===== src/rtl/seq_counter_pkg.sv =====
// Shared types and constants for the sequence counter controller:
// FSM states, run-mode encodings, size defaults and the power-on table contents.
package seq_counter_pkg;

  localparam int DEF_DEPTH = 8;
  localparam int DEF_WIDTH = 3;

  typedef enum logic [1:0] {
    ST_IDLE      = 2'd0,
    ST_RUN       = 2'd1,
    ST_STEP_WAIT = 2'd2,
    ST_DONE      = 2'd3
  } state_e;

  typedef enum logic [1:0] {
    MODE_FREE    = 2'b00,
    MODE_ONESHOT = 2'b01,
    MODE_STEP    = 2'b10,
    MODE_RSVD    = 2'b11
  } mode_e;

  // Entries beyond RST_LEN come up as zero.
  localparam int unsigned RST_LEN = 5;
  localparam logic [RST_LEN-1:0][7:0] RST_TABLE = {8'd6, 8'd4, 8'd2, 8'd1, 8'd0};

  function automatic logic [7:0] rst_entry(input int unsigned idx);
    logic [7:0] val;
    val = 8'd0;
    for (int unsigned k = 0; k < RST_LEN; k++) begin
      if (k == idx) begin
        val = RST_TABLE[k];
      end else begin
        val = val;
      end
    end
    return val;
  endfunction

endpackage


===== src/rtl/seq_counter_ctrl_if.sv =====
// Configuration, control and output handshake bundle of the sequence counter.
// The master side drives configuration/control; the slave side is the controller.
interface seq_counter_ctrl_if
  import seq_counter_pkg::*;
#(
  parameter int DEPTH = DEF_DEPTH,
  parameter int WIDTH = DEF_WIDTH
);
  localparam int AW = $clog2(DEPTH);
  localparam int LW = AW + 1;

  logic             cfg_we;
  logic [AW-1:0]    cfg_addr;
  logic [WIDTH-1:0] cfg_data;
  logic [LW-1:0]    cfg_len;
  logic [1:0]       mode;
  logic             start;
  logic             stop;
  logic             step;
  logic             out_valid;
  logic             out_ready;
  logic [WIDTH-1:0] counter;
  logic             busy;
  logic             done;
  logic             cfg_err;

  modport master (
    output cfg_we, cfg_addr, cfg_data, cfg_len, mode, start, stop, step, out_ready,
    input  out_valid, counter, busy, done, cfg_err
  );

  modport slave (
    input  cfg_we, cfg_addr, cfg_data, cfg_len, mode, start, stop, step, out_ready,
    output out_valid, counter, busy, done, cfg_err
  );

endinterface


===== src/rtl/seq_counter_ctrl_table.sv =====
// Sequence table: DEPTH entries of WIDTH bits, synchronous write, asynchronous read,
// reloaded from the package constant on reset.
module seq_table
  import seq_counter_pkg::*;
#(
  parameter int DEPTH = DEF_DEPTH,
  parameter int WIDTH = DEF_WIDTH
) (
  input  logic                     clk,
  input  logic                     reset,
  input  logic                     we,
  input  logic [$clog2(DEPTH)-1:0] waddr,
  input  logic [WIDTH-1:0]         wdata,
  input  logic [$clog2(DEPTH)-1:0] raddr,
  output logic [WIDTH-1:0]         rdata
);

  logic [WIDTH-1:0] mem_q [DEPTH];
  logic [WIDTH-1:0] mem_d [DEPTH];

  // Next table contents: at most one entry replaced per cycle.
  always_comb begin
    mem_d = mem_q;
    if (we) begin
      mem_d[waddr] = wdata;
    end else begin
      mem_d = mem_q;
    end
  end

  // Table storage with synchronous reload of the power-on contents.
  always_ff @(posedge clk) begin
    if (reset) begin
      for (int i = 0; i < DEPTH; i++) begin
        mem_q[i] <= WIDTH'(rst_entry(i));
      end
    end else begin
      mem_q <= mem_d;
    end
  end

  assign rdata = mem_q[raddr];

endmodule


===== src/rtl/seq_counter_ctrl.sv =====
// Sequence counter controller: steps through a programmable table of values in
// free-run, one-shot or single-step mode behind a valid/ready output handshake.
module seq_counter_ctrl
  import seq_counter_pkg::*;
#(
  parameter int DEPTH = DEF_DEPTH,
  parameter int WIDTH = DEF_WIDTH
) (
  input logic               clk,
  input logic               reset,
  seq_counter_ctrl_if.slave bus
);

  localparam int AW = $clog2(DEPTH);
  localparam int LW = AW + 1;
  localparam logic [LW-1:0] DEPTH_L = LW'(DEPTH);

  state_e        state_q, state_d;
  mode_e         mode_q, mode_d;
  logic [LW-1:0] len_q, len_d;
  logic [AW-1:0] index_q, index_d;
  logic          out_valid_q, out_valid_d;
  logic          busy_q, busy_d;
  logic          done_q, done_d;
  logic          cfg_err_q, cfg_err_d;

  logic             start_ok;
  logic             last;
  logic             handshake;
  logic             tbl_we;
  logic [WIDTH-1:0] tbl_rdata;

  seq_table #(
    .DEPTH (DEPTH),
    .WIDTH (WIDTH)
  ) u_table (
    .clk   (clk),
    .reset (reset),
    .we    (tbl_we),
    .waddr (bus.cfg_addr),
    .wdata (bus.cfg_data),
    .raddr (index_q),
    .rdata (tbl_rdata)
  );

  // Next-state, index and output decode for the controller.
  always_comb begin
    start_ok  = (bus.cfg_len != {LW{1'b0}}) && (bus.cfg_len <= DEPTH_L) &&
                (bus.mode != MODE_RSVD);
    last      = ({1'b0, index_q} == (len_q - LW'(1)));
    handshake = out_valid_q && bus.out_ready;
    tbl_we    = bus.cfg_we && (state_q == ST_IDLE);

    state_d = state_q;
    mode_d  = mode_q;
    len_d   = len_q;
    index_d = index_q;

    // Stop outranks handshake, step and start in every non-idle state.
    if ((state_q != ST_IDLE) && bus.stop) begin
      state_d = ST_IDLE;
      index_d = {AW{1'b0}};
    end else begin
      case (state_q)
        ST_IDLE: begin
          if (bus.start && start_ok) begin
            state_d = ST_RUN;
            mode_d  = mode_e'(bus.mode);
            len_d   = bus.cfg_len;
            index_d = {AW{1'b0}};
          end else begin
            state_d = ST_IDLE;
          end
        end
        ST_RUN: begin
          if (handshake && last) begin
            case (mode_q)
              MODE_FREE: begin
                index_d = {AW{1'b0}};
              end
              MODE_ONESHOT: begin
                state_d = ST_DONE;
              end
              MODE_STEP: begin
                index_d = {AW{1'b0}};
                state_d = ST_STEP_WAIT;
              end
              default: begin
                index_d = {AW{1'b0}};
                state_d = ST_IDLE;
              end
            endcase
          end else if (handshake) begin
            index_d = index_q + AW'(1);
            if (mode_q == MODE_STEP) begin
              state_d = ST_STEP_WAIT;
            end else begin
              state_d = ST_RUN;
            end
          end else begin
            state_d = ST_RUN;
          end
        end
        ST_STEP_WAIT: begin
          if (bus.step) begin
            state_d = ST_RUN;
          end else begin
            state_d = ST_STEP_WAIT;
          end
        end
        ST_DONE: begin
          state_d = ST_IDLE;
          index_d = {AW{1'b0}};
        end
        default: begin
          state_d = ST_IDLE;
          index_d = {AW{1'b0}};
        end
      endcase
    end

    cfg_err_d   = ((state_q == ST_IDLE) && bus.start && !start_ok) ||
                  (bus.cfg_we && (state_q != ST_IDLE));
    out_valid_d = (state_d == ST_RUN);
    busy_d      = (state_d != ST_IDLE);
    done_d      = (state_d == ST_DONE);
  end

  // Controller state and registered status outputs.
  always_ff @(posedge clk) begin
    if (reset) begin
      state_q     <= ST_IDLE;
      mode_q      <= MODE_FREE;
      len_q       <= {LW{1'b0}};
      index_q     <= {AW{1'b0}};
      out_valid_q <= 1'b0;
      busy_q      <= 1'b0;
      done_q      <= 1'b0;
      cfg_err_q   <= 1'b0;
    end else begin
      state_q     <= state_d;
      mode_q      <= mode_d;
      len_q       <= len_d;
      index_q     <= index_d;
      out_valid_q <= out_valid_d;
      busy_q      <= busy_d;
      done_q      <= done_d;
      cfg_err_q   <= cfg_err_d;
    end
  end

  assign bus.out_valid = out_valid_q;
  assign bus.counter   = tbl_rdata;
  assign bus.busy      = busy_q;
  assign bus.done      = done_q;
  assign bus.cfg_err   = cfg_err_q;

endmodule

===== src/flat_wrapper.sv =====
// flat-port wrapper written by rule: the top's interface ports become plain ports
module seq_counter_ctrl_flat import seq_counter_pkg::*;
#(
  parameter int DEPTH = DEF_DEPTH,
  parameter int WIDTH = DEF_WIDTH
)
  (clk, reset, bus_cfg_we, bus_cfg_addr, bus_cfg_data, bus_cfg_len, bus_mode, bus_start, bus_stop, bus_step, bus_out_ready, bus_out_valid, bus_counter, bus_busy, bus_done, bus_cfg_err);
  seq_counter_ctrl_if #(.DEPTH(DEPTH), .WIDTH(WIDTH)) bus_i ();
  input logic clk;
  input logic reset;
  input wire logic [$bits(bus_i.cfg_we)-1:0] bus_cfg_we;
  input wire logic [$bits(bus_i.cfg_addr)-1:0] bus_cfg_addr;
  input wire logic [$bits(bus_i.cfg_data)-1:0] bus_cfg_data;
  input wire logic [$bits(bus_i.cfg_len)-1:0] bus_cfg_len;
  input wire logic [$bits(bus_i.mode)-1:0] bus_mode;
  input wire logic [$bits(bus_i.start)-1:0] bus_start;
  input wire logic [$bits(bus_i.stop)-1:0] bus_stop;
  input wire logic [$bits(bus_i.step)-1:0] bus_step;
  input wire logic [$bits(bus_i.out_ready)-1:0] bus_out_ready;
  output wire logic [$bits(bus_i.out_valid)-1:0] bus_out_valid;
  output wire logic [$bits(bus_i.counter)-1:0] bus_counter;
  output wire logic [$bits(bus_i.busy)-1:0] bus_busy;
  output wire logic [$bits(bus_i.done)-1:0] bus_done;
  output wire logic [$bits(bus_i.cfg_err)-1:0] bus_cfg_err;
  assign bus_i.cfg_we = bus_cfg_we;
  assign bus_i.cfg_addr = bus_cfg_addr;
  assign bus_i.cfg_data = bus_cfg_data;
  assign bus_i.cfg_len = bus_cfg_len;
  assign bus_i.mode = bus_mode;
  assign bus_i.start = bus_start;
  assign bus_i.stop = bus_stop;
  assign bus_i.step = bus_step;
  assign bus_i.out_ready = bus_out_ready;
  assign bus_out_valid = bus_i.out_valid;
  assign bus_counter = bus_i.counter;
  assign bus_busy = bus_i.busy;
  assign bus_done = bus_i.done;
  assign bus_cfg_err = bus_i.cfg_err;
  seq_counter_ctrl #(.DEPTH(DEPTH), .WIDTH(WIDTH)) u_core (.clk(clk), .reset(reset), .bus(bus_i));
endmodule

===== config.mk =====
export PLATFORM = sky130hd
export DESIGN_NAME = seq_counter_ctrl_flat
export DESIGN_NICKNAME = d
export VERILOG_FILES = /design/src/rtl/seq_counter_pkg.sv /design/src/rtl/seq_counter_ctrl_if.sv /design/src/rtl/seq_counter_ctrl_table.sv /design/src/rtl/seq_counter_ctrl.sv /design/src/flat_wrapper.sv
export SDC_FILE = /design/constraint.sdc
export NUM_CORES = 1
export LEC_CHECK = 0
export ABC_CLOCK_PERIOD_IN_PS = 1700
export BUFFER_PORTS_ARGS = -buffer_cell sky130_fd_sc_hd__buf_2
export CAP_MARGIN = 0
export CORE_ASPECT_RATIO = 1.25
export CORE_MARGIN = 2
export CORE_UTILIZATION = 51
export DETAILED_ROUTE_END_ITERATION = 12
export PLACE_DENSITY = 0.7
export REMOVE_ABC_BUFFERS = 1
export SYNTH_ARGS = -nofsm -noshare
export SYNTH_HDL_FRONTEND = slang
export SYNTH_HIERARCHICAL = 1
export SYNTH_SLANG_ARGS = --single-unit

===== constraint.sdc =====
create_clock -name clk -period 1.7 [get_ports clk]
set_input_delay 0.34 -clock clk [delete_from_list [all_inputs] [get_ports clk]]
set_output_delay 0.34 -clock clk [all_outputs]
set_load 0.03 [all_outputs]

==> results.md <==
| Result | Reported | Unit |
|---|---|---|
| Status | complete, but fails checks | - |
| Violations in the final reports | negative setup slack | - |
| Share of final-layout standard cells stronger than drive strength 1 | 36.7 | % |
| RR Endpoint | u_core/index_q[2] | - |
| Number of clock sinks seen by CTS | 39 | - |
| DIE HEIGHT | 74.9 | um |
| Drc violations | 0 | - |
| Final critical-path setup slack | -295 | ps |
| Core region area | 3820 | um2 |
| Launch instance of the worst register-to-register path | u_core/len_q[0] | - |
| Worst EP required | 1360 | ps |
| Via count | 1,641 | - |
| TritonCTS Buffers | 5 | - |
| Worst setup path start | u_core/index_q[2] | - |
| Post-route minimum period | 1990 | ps |
| Worst Hold Path EP | u_core/mode_q[1] | - |
| Worst Reg2Reg Path Length in Cells | 8 | - |
| Share of Yosys cell area claimed by the top area cell type | 38.1 | % |
| Met3 Resource Use GR | 5.67 | % |
| Number of DRC markers after the initial detailed-route iteration | 52 | - |
| Maximum operating frequency | 501 | MHz |
| Critical path arrival | 1650 | ps |
| First drt pass iteration count | 4 | - |
| Final Power | 1820 | uW |
| Measured slew at the worst slew-check pin | 368 | ps |
| Remaining antenna violation count | 0 | - |
| Count of hold-fix buffers inserted at cts | 0 | - |
| Power per cell area | 711 | nW/um2 |
| Predominant post-synthesis flop cell | dfxtp_1 | - |
| Flop-to-flop setup slack | -270 | ps |
| Post-route core utilization | 67.0 | % |
| Worst Setup End Kind | output pin | - |
| Number of diodes added for antenna fixing | 0 | - |
| Initial Util | 53.7 | % |
| Maximum buffer depth of the clock tree | 2 | - |
| Total routing resource utilization after global routing | 23.8 | % |
| CTS tree | yes | - |
| Post-DP HPWL | 3.53 | mm |
| Hold Vio Cnt, Final | 0 | - |
| Setup repair after global routing missed its margin | true | - |
| Routed length per instance | 16.2 | um |
| Mean instance size in the synthesized netlist | 10.3 | um2 |
| Critical Path Fanout Max | 7 | - |
| Post-place setup slack | -280 | ps |
| Number of fillers in the final layout | 327 | - |
| Routed Wire Length | 4.83 | mm |
| Global placer's final weighted congestion | 0.863 | - |
| Hold Crit Start | bus_mode[1] | - |
| Die width | 60.7 | um |
| Post-synthesis instance area | 2050 | um2 |
| Final period utilization | 117 | % |
| Share of the yosys chip area belonging to registers | 38.1 | % |
| Share of flip-flops with an asynchronous set or reset after synthesis | 0 | % |
| H-tree levels | 2 | - |
| Leading post-synthesis cells by cell area | dfxtp_1, mux2i_1, mux4_1 | - |
| Met1 capacity usage during global routing | 25.8 | % |
| Vias in the first global route | 1,635 | - |
| Site Rows | 25 | - |
| Global-route wire length before repair | 7.78 | mm |
| Die Area | 4540 | um2 |
| Type of the worst min-delay path | primary input to flip-flop | - |
| Pleak | 0.00113 | uW |
| Ratio of routed vias to standard cells | 5.49 | - |
| Cell type with the largest total area after synthesis | dfxtp_1 | - |
| Clock Skew | 8.20 | ps |
| Final setup violation count | 11 | - |
| IO buf count | 25 | - |
| Post-route setup TNS | -2440 | ps |
| Yosys synthesis warning count | 6 | - |
| Residual overflow from global routing | 0 | - |
| Type of the worst setup path | flip-flop to output pin | - |
| Number of storage elements in the synthesis netlist | 39 | - |
| Number of slew-limit violations in the final report | 0 | - |
| Number of antenna violations at the first check in global routing | 0 | - |
| Clock network latency to the later pin of the worst-skew pair | 290 | ps |
| Met2 global-route usage | 45.3 | % |
| Pin count of the biggest net entering global routing | 25 | - |
| Clock transition at path regs | 70 | ps |
| Leading cell types in the layout, fill and taps excluded | dfxtp_1, nor2_1, mux2i_1, buf_2, buf_4 | - |
| Layout Area Growth over Synthesis | 24.7 | % |
| Max-slew headroom at the worst pin | 75.4 | % |
| Number of enable flip-flop cells after synthesis | 0 | - |
| Fin nets | 272 | - |
| Clk root buf | clkbuf_8 | - |
| Count of boundary I/O pins | 26 | - |
| Setup crit start kind | flip-flop | - |
| Unique masters post-synth | 40 | - |
| Worst hold stages | 3 | - |
| Max rail drop VDD | 0.719 | mV |
| Number of violations of the max-capacitance limit | 0 | - |
| Most common library cell in the layout ignoring fill and taps | dfxtp_1 | - |
| Most used routing layer in global routing | met2 | - |
| Instance count of the mapped netlist | 198 | - |
worst max-delay path by stage:
stage / to / slack, ps / cells after the start
floorplan: u_core/bus.out_valid / -230 / 9
global placement: u_core/bus.out_valid / -220 / 9
detailed placement: u_core/bus.out_valid / -280 / 9
CTS: bus_counter[0] / -300 / 3
global route: u_core/index_q[2] / -350 / 8
finish: bus_counter[2] / -290 / 5
registers in the layout (all words and copies together) (netlist names), 2 cells and up:
register              flops
u_core/state_q            2
u_core/mode_q             2
u_core/u_table/mem_q     24
u_core/index_q            3
u_core/len_q              4
cells in the mapped netlist, types with 5 or more instances:
cell	number
dfxtp_1	39
clkbuf_1	5
mux4_1	6
inv_1	11
nand2_1	7
a21oi_1	6
nor2_1	32
ha_1	9
a211o_1	5
mux2i_1	25
report_power, final:
| part | switching, uW | internal, uW | total [uW] |
|---|---|---|---|
| clock network | 305 | 288 | 593 |
| registers | 19.1 | 937 | 956 |
| logic | 144 | 125 | 269 |
| total | 468 | 1350 | 1820 |
per-layer routing:
| metal | vias up | share of wire, % |
|---|---|---|
| met5 | - | 0 |
| met4 | 0 | 1.5 |
| met3 | 7 | 3.6 |
| met2 | 38 | 55 |
| met1 | 803 | 40 |
| li1 | 793 | - |
metrics by stage:
stage               instances  hold WS (ps)  area, um2
finish                    299           302       2550
global route              299           308       2550
CTS                       299           296       2530
detailed placement        288           456       2330
global placement          288           435       2330
floorplan                 190           409       2000
cells by family (layout without fill, tap and decap cells):
family,after synthesis,count (layout),synth area share [%]
and+or+nand+nor,68,68,18.6
xor gates and xnor gates,4,4,1.71
adders and majority gates,9,9,5.50
muxes,36,36,22.8
buffers and inverters,19,66,4.46
DFF,39,39,38.1
AOI/OAI and AO/OA,23,23,8.80
timing repair:
item / CTS / global route
setup endpoints to repair: 20 / 22
pin swaps: 13 / 5
buffers inserted: 3 / 0
gates resized for setup: 40 / 6
final cells by class:
cell class	count	area, um2	share of cell area, %
multi-input cells	140	1250	48.9
flip-flops and latches	39	791	31.0
repair buffers	47	324	12.7
clock buffers	7	76.3	2.99
well taps	54	67.6	2.64
inverters	11	41.3	1.62
clock inverters	1	5.00	0.196
worst max-delay path: stages, from the launching register on:
cell and delay [ps]:
dfxtp_4 410, buf_6 120, buf_6 90, mux4_2 310, mux2_4 290, buf_6 140
Power figures use the tool's default switching activity.
